==> config.mk <==
export PLATFORM = sky130hd
export DESIGN_NAME = seg7_scan_driver
export DESIGN_NICKNAME = d
export VERILOG_FILES = /design/src/rtl/seg7_scan_driver.sv
export SDC_FILE = /design/constraint.sdc
export NUM_CORES = 1
export LEC_CHECK = 0
export ABC_AREA = 1
export CORE_ASPECT_RATIO = 1.75
export CORE_MARGIN = 2
export CORE_UTILIZATION = 59
export DETAILED_ROUTE_END_ITERATION = 8
export PLACE_DENSITY_LB_ADDON = 0.08
export SYNTH_ARGS = -nofsm -noshare
export SYNTH_HDL_FRONTEND = slang
export SYNTH_SLANG_ARGS = --single-unit
==> constraint.sdc <==
create_clock -name clk -period 3.4 [get_ports clk]
set_clock_uncertainty 0.2 [all_clocks]
set_input_delay 0.34 -clock clk [delete_from_list [all_inputs] [get_ports clk]]
set_output_delay 0.34 -clock clk [all_outputs]
set_load 0.02 [all_outputs]
==> src/rtl/seg7_scan_driver.sv <==
// Time-multiplexed 7-segment scanner: latches a frame snapshot, one digit per scan slot.
// Latency: outputs registered, follow the digit index by one clock; no backpressure.
module seg7_scan_driver #(
    parameter int DIGITS         = 4,
    parameter int SCAN_DIV       = 50000,
    parameter int BLINK_FRAMES   = 64,
    parameter int HEX_EN         = 1,
    parameter int SEG_ACTIVE_LOW = 0,
    parameter int AN_ACTIVE_LOW  = 1
) (
    input  logic                  clk,
    input  logic                  rst,
    input  logic [4*DIGITS-1:0]   digits_in,
    input  logic [DIGITS-1:0]     dp_in,
    input  logic [DIGITS-1:0]     blank_in,
    input  logic [DIGITS-1:0]     blink_in,
    input  logic                  lz_en,
    output logic [6:0]            seg_out,
    output logic                  dp_out,
    output logic [DIGITS-1:0]     an_out,
    output logic                  frame_done
);

    localparam int IDX_W = (DIGITS > 2) ? $clog2(DIGITS) : 1;
    localparam int PRE_W = $clog2(SCAN_DIV);
    localparam int FRM_W = (BLINK_FRAMES > 1) ? $clog2(BLINK_FRAMES) : 1;

    localparam logic [6:0]        SEG_OFF = (SEG_ACTIVE_LOW != 0) ? 7'h7F : 7'h00;
    localparam logic              DP_OFF  = (SEG_ACTIVE_LOW != 0);
    localparam logic [DIGITS-1:0] AN_OFF  = (AN_ACTIVE_LOW != 0) ? '1 : '0;

    logic [PRE_W-1:0]    r_presc;
    logic [IDX_W-1:0]    r_idx;
    logic [FRM_W-1:0]    r_frm;
    logic                r_phase;
    logic [4*DIGITS-1:0] r_snap_dig;
    logic [DIGITS-1:0]   r_snap_dp;
    logic [DIGITS-1:0]   r_snap_blank;
    logic [DIGITS-1:0]   r_snap_blink;
    logic                r_snap_lz;
    logic [6:0]          r_seg;
    logic                r_dp;
    logic [DIGITS-1:0]   r_an;
    logic                r_frame_done;

    logic                w_tick;
    logic                w_wrap;
    logic [3:0]          w_codes [DIGITS];
    logic [3:0]          w_code;
    logic [DIGITS-1:0]   w_zero_hi;
    logic                w_run;
    logic                w_blank;
    logic                w_supp;
    logic                w_dp_req;
    logic                w_show;
    logic [DIGITS-1:0]   w_onehot;
    logic [6:0]          w_seg_nxt;
    logic                w_dp_nxt;
    logic [DIGITS-1:0]   w_an_nxt;

    function automatic logic [6:0] f_glyph(input logic [3:0] code);
        logic [6:0] g;
        case (code)
            4'd0:    g = 7'b1111110;
            4'd1:    g = 7'b0110000;
            4'd2:    g = 7'b1101101;
            4'd3:    g = 7'b1111001;
            4'd4:    g = 7'b0110011;
            4'd5:    g = 7'b1011011;
            4'd6:    g = 7'b1011111;
            4'd7:    g = 7'b1110000;
            4'd8:    g = 7'b1111111;
            4'd9:    g = 7'b1111011;
            4'd10:   g = 7'b1110111;
            4'd11:   g = 7'b0011111;
            4'd12:   g = 7'b1001110;
            4'd13:   g = 7'b0111101;
            4'd14:   g = 7'b1001111;
            default: g = 7'b1000111;
        endcase
        if (HEX_EN == 0 && code >= 4'd10) begin
            g = 7'b0000000;
        end
        return g;
    endfunction

    assign w_tick = (r_presc == PRE_W'(SCAN_DIV - 1));
    assign w_wrap = w_tick && (r_idx == IDX_W'(DIGITS - 1));

    for (genvar g = 0; g < DIGITS; g++) begin : g_codes
        assign w_codes[g] = r_snap_dig[4*g +: 4];
    end

    // w_zero_hi[k]: digit k and every more-significant digit are zero
    always_comb begin
        w_run     = 1'b1;
        w_zero_hi = '0;
        for (int k = DIGITS - 1; k >= 1; k--) begin
            w_run        = w_run & (w_codes[k] == 4'd0);
            w_zero_hi[k] = w_run;
        end
    end

    always_comb begin
        w_code    = w_codes[r_idx];
        w_blank   = r_snap_blank[r_idx] | (r_snap_blink[r_idx] & r_phase);
        w_supp    = r_snap_lz & w_zero_hi[r_idx];
        w_dp_req  = r_snap_dp[r_idx];
        // a suppressed zero keeps its anode only to light a requested decimal point
        w_show    = ~w_blank & ~(w_supp & ~w_dp_req);
        w_onehot  = DIGITS'(1) << r_idx;
        w_an_nxt  = w_show ? w_onehot : '0;
        w_seg_nxt = (w_show & ~w_supp) ? f_glyph(w_code) : 7'b0000000;
        w_dp_nxt  = w_show & w_dp_req;
    end

    always_ff @(posedge clk) begin
        if (rst) begin
            r_presc      <= '0;
            r_idx        <= '0;
            r_frm        <= '0;
            r_phase      <= 1'b0;
            r_snap_dig   <= '0;
            r_snap_dp    <= '0;
            r_snap_blank <= '0;
            r_snap_blink <= '0;
            r_snap_lz    <= 1'b0;
            r_seg        <= SEG_OFF;
            r_dp         <= DP_OFF;
            r_an         <= AN_OFF;
            r_frame_done <= 1'b0;
        end else begin
            r_presc      <= w_tick ? '0 : r_presc + 1'b1;
            r_frame_done <= w_wrap;
            if (w_tick) begin
                r_idx <= w_wrap ? '0 : r_idx + 1'b1;
            end
            if (w_wrap) begin
                r_snap_dig   <= digits_in;
                r_snap_dp    <= dp_in;
                r_snap_blank <= blank_in;
                r_snap_blink <= blink_in;
                r_snap_lz    <= lz_en;
                if (r_frm == FRM_W'(BLINK_FRAMES - 1)) begin
                    r_frm   <= '0;
                    r_phase <= ~r_phase;
                end else begin
                    r_frm <= r_frm + 1'b1;
                end
            end
            r_seg <= w_seg_nxt ^ SEG_OFF;
            r_dp  <= w_dp_nxt ^ DP_OFF;
            r_an  <= w_an_nxt ^ AN_OFF;
        end
    end

    assign seg_out    = r_seg;
    assign dp_out     = r_dp;
    assign an_out     = r_an;
    assign frame_done = r_frame_done;

endmodule

==> impl_summary.log <==
INFO  metric outcome = finished clean
INFO  metric floorplan.initialDensity = 0.614
INFO  metric worstHoldPathCells = 1
INFO  metric floorplan.die_area = slightly above 6000 um2
INFO  metric cap_viol_max_count = 0
INFO  metric power_per_cell_area = around 430 nW/um2
INFO  metric r2r-start = r_idx[0]$_SDFFE_PP0P_
INFO  metric dr.first_iter.drc_count = ~160
INFO  metric detail_route.wl_per_cell = between 10 and 15 um
INFO  metric ios = 44
INFO  metric cts.root.buffer_cell = clkbuf_8
INFO  metric htree_num_levels = 3
INFO  metric rows = 35
INFO  metric dr.pass1.iters = 4
INFO  metric dp.cells = between 500 and 600
INFO  metric synth_ff_type = dfxtp_1
INFO  metric placement.cell_area = 3660 um2
INFO  metric drt-vias-per-instance = 5.23
INFO  metric synthesis.nets = roughly 510
INFO  metric maximum_number_of_pins_on_one_net_before_global_route_repair = 40
INFO  metric fin_util = 0.736
INFO  metric grt_antenna_before_repair = 0
INFO  metric rsz0062_at_grt = no
INFO  metric clkSinkCount = 67
INFO  metric clk_latency = about 0.35 ns
INFO  metric kind_of_start_point_of_the_critical_path = flip-flop
INFO  metric number_of_global_route_vias_before_repair = roughly 2800
INFO  metric layout-drive-gt1-share = 0.0613
INFO  metric critical_path.endpoint_type = flip-flop
INFO  metric timing.final.max_slew_violations = 0
INFO  metric yosys.cell_types.count = 28
INFO  metric deepest_clock_path_buffer_count = 2
INFO  metric synth_top_area_share = 0.412
INFO  metric portBuffers = 43
INFO  metric cp_data_arrival_time = between 2 and 2.5 ns
INFO  metric globalRoute.totalOverflow = 0
INFO  metric drt.antenna.violating_nets = 0
INFO  metric ys_top_cells_by_area = dfxtp_1 (41%), nand2_1 (18%), a21oi_1 (8.5%), ha_1 (5.0%), inv_1 (4.7%)
INFO  metric synth_top_area_cell = dfxtp_1
INFO  metric slew-limit-headroom = 0.573
INFO  metric setup_total_negative_slack = 0 ns
INFO  metric post_route_insts_no_fill = 580
INFO  metric worst-r2r-cell-count = 9
INFO  metric timing.reg2reg.setup_slack = 1.03 ns
INFO  metric clock.fmax = ~420 MHz
INFO  metric yosys_register_bits = 67
INFO  metric ctsResizeCount = 0
INFO  metric power = about 1.7 mW
INFO  metric timing.final.ws_setup = approximately 1.0 ns
INFO  metric critical_path.max_fanout = 17
INFO  metric period_needed = 2.37 ns
INFO  metric synth.yosys.seq_area_share = 0.412
INFO  metric worst_ep_required_time = roughly 3.5 ns
INFO  metric cts_hold_fix_bufs = 0
INFO  metric critPathKind = flip-flop to flip-flop
INFO  metric postCtsSetupRepairBufs = 0
INFO  metric drc_errors = 0
INFO  metric design.core.area = between 5000 and 6000 um2
INFO  metric grt_pass1_wl = between 10000 and 15000 um
INFO  metric antennaDiodeCount = 0
INFO  metric whs = approximately 0.25 ns
INFO  metric hold_class = flip-flop to flip-flop
INFO  metric clk_pin_slew = around 0.070 ns
INFO  metric dp_slack = 1.07 ns
INFO  metric average_size_of_a_mapped_cell = between 7 and 8 um2
INFO  metric count_of_warnings_emitted_by_yosys = 0
INFO  metric period_share = 0.698
INFO  metric worst_setup_path_startpoint = r_idx[0]$_SDFFE_PP0P_
INFO  metric hold_start = r_presc[0]$_SDFF_PP0_
INFO  metric grt.total_usage = 0.262
INFO  metric peak_vdd_ir = 0.275 mV
INFO  metric die_height = just over 100 um
INFO  metric timing.final.setup_violations = 0
INFO  metric synthToLayoutAreaGrowth = 19.8%
INFO  metric wirelength = ~7200 um
INFO  metric synth_area = around 3300 um2
INFO  metric async_flop_share = 0
INFO  metric static-leakage-power = 1.52 nW
INFO  metric horizontal_extent_of_the_die = ~60 um
INFO  metric hpwl = between 5000 and 6000 um
INFO  metric cts_bufs_inserted = 9
INFO  metric last_weighted_congestion_value_of_the_routability_driven_placer = 0.952
INFO  metric timing_hold_violations_final = 0
INFO  metric tritoncts = yes
INFO  metric design.final.nets = between 500 and 600
INFO  metric synthCells = 461
INFO  metric worst_pin_slew = around 0.64 ns
INFO  metric edff_count_synth = 0
INFO  metric non_filler_cell_area_final = around 3900 um2
INFO  metric detailroute.via_count = between 3000 and 4000
==> final cells by class <==
cell class | instances | area [um2]
clock buffers | 12 | 145
fillers | 452 | 1400
multi-input cells | 335 | 1620
inverters | 44 | 165
repair buffers | 44 | 438
well taps | 74 | 92.6
flip-flops and latches | 67 | 1340
clock inverters | 4 | 97.6
==> synthesized netlist by cell type, types with 4 or more instances <==
master / n
nand3_1: 28
o21ai_0: 4
ha_1: 13
a21oi_1: 55
nor3_1: 14
nand2_1: 154
nand4_1: 7
inv_1: 41
buf_6: 8
dfxtp_1: 67
nor2_1: 36
==> critical path: stages, from the launching register on <==
cell and delay (ns):
dfxtp_1 0.69, inv_2 0.26, nand2_1 0.13, nand3_1 0.07, nand2_1 0.21, inv_1 0.12
ha_1 0.22, nand2_1 0.15, nand3_1 0.10, a21oi_1 0.15
==> registers in the layout, summed over array words and instances (netlist names) <==
| name | cells |
|---|---|
| r_snap_lz | 1 |
| r_snap_blink | 4 |
| dp_out | 1 |
| r_presc | 16 |
| r_frm | 6 |
| an_out | 4 |
| seg_out | 7 |
| frame_done | 1 |
| r_idx | 2 |
| r_snap_dp | 4 |
| r_snap_blank | 4 |
| r_snap_dig | 16 |
| r_phase | 1 |
==> routing by layer <==
layer / vias to the layer above / track usage / routed length (um)
met4: 0 / 0.152 / 214
li1: 1559 / - / -
met3: 18 / 0.0633 / 278
met2: 81 / 0.479 / 4110
met1: 1377 / 0.254 / 2590
met5: - / 0 / 0
==> cells in the final DEF (no fill, tap or decap), types with 4 or more instances in the layout <==
cell             instances
nor3_1                  14
nor2_1                  36
nand4_1                  7
ha_1                    13
nand3_1                 28
nand2_1                154
clkdlybuf4s50_1         43
a21oi_1                 55
inv_1                   41
dfxtp_1                 67
o21ai_0                  4
clkbuf_8                10
==> kinds of logic (layout without fill, tap and decap cells) <==
| kind of cell | after synthesis | in the layout | synth area share |
|---|---|---|---|
| AND/OR/NAND/NOR | 251 | 251 | 0.328 |
| flip-flops | 67 | 67 | 0.412 |
| buffers and inverters | 59 | 104 | 0.0900 |
| XOR/XNOR | 3 | 3 | 0.00808 |
| AO/OA/AOI/OAI | 68 | 68 | 0.112 |
| adder cells (fa/ha/maj) | 13 | 13 | 0.0500 |
==> worst paths after layout <==
kind                                         endpoint
worst min register to register  r_presc[0]$_SDFF_PP0_
worst min-delay path            r_presc[0]$_SDFF_PP0_
worst max register to register  seg_out[1]$_SDFF_PP0_
worst max-delay path            seg_out[1]$_SDFF_PP0_
==> where the power goes <==
part	internal (mW)	switching [mW]	total, mW	leakage, nW
Sequential	0.792	0.00298	0.795	0.543
Combinational	0.0421	0.0289	0.0710	0.856
Clock	0.508	0.294	0.802	0.117
Total	1.34	0.326	1.67	1.52
No activity file was read; power rests on OpenSTA's default activity.
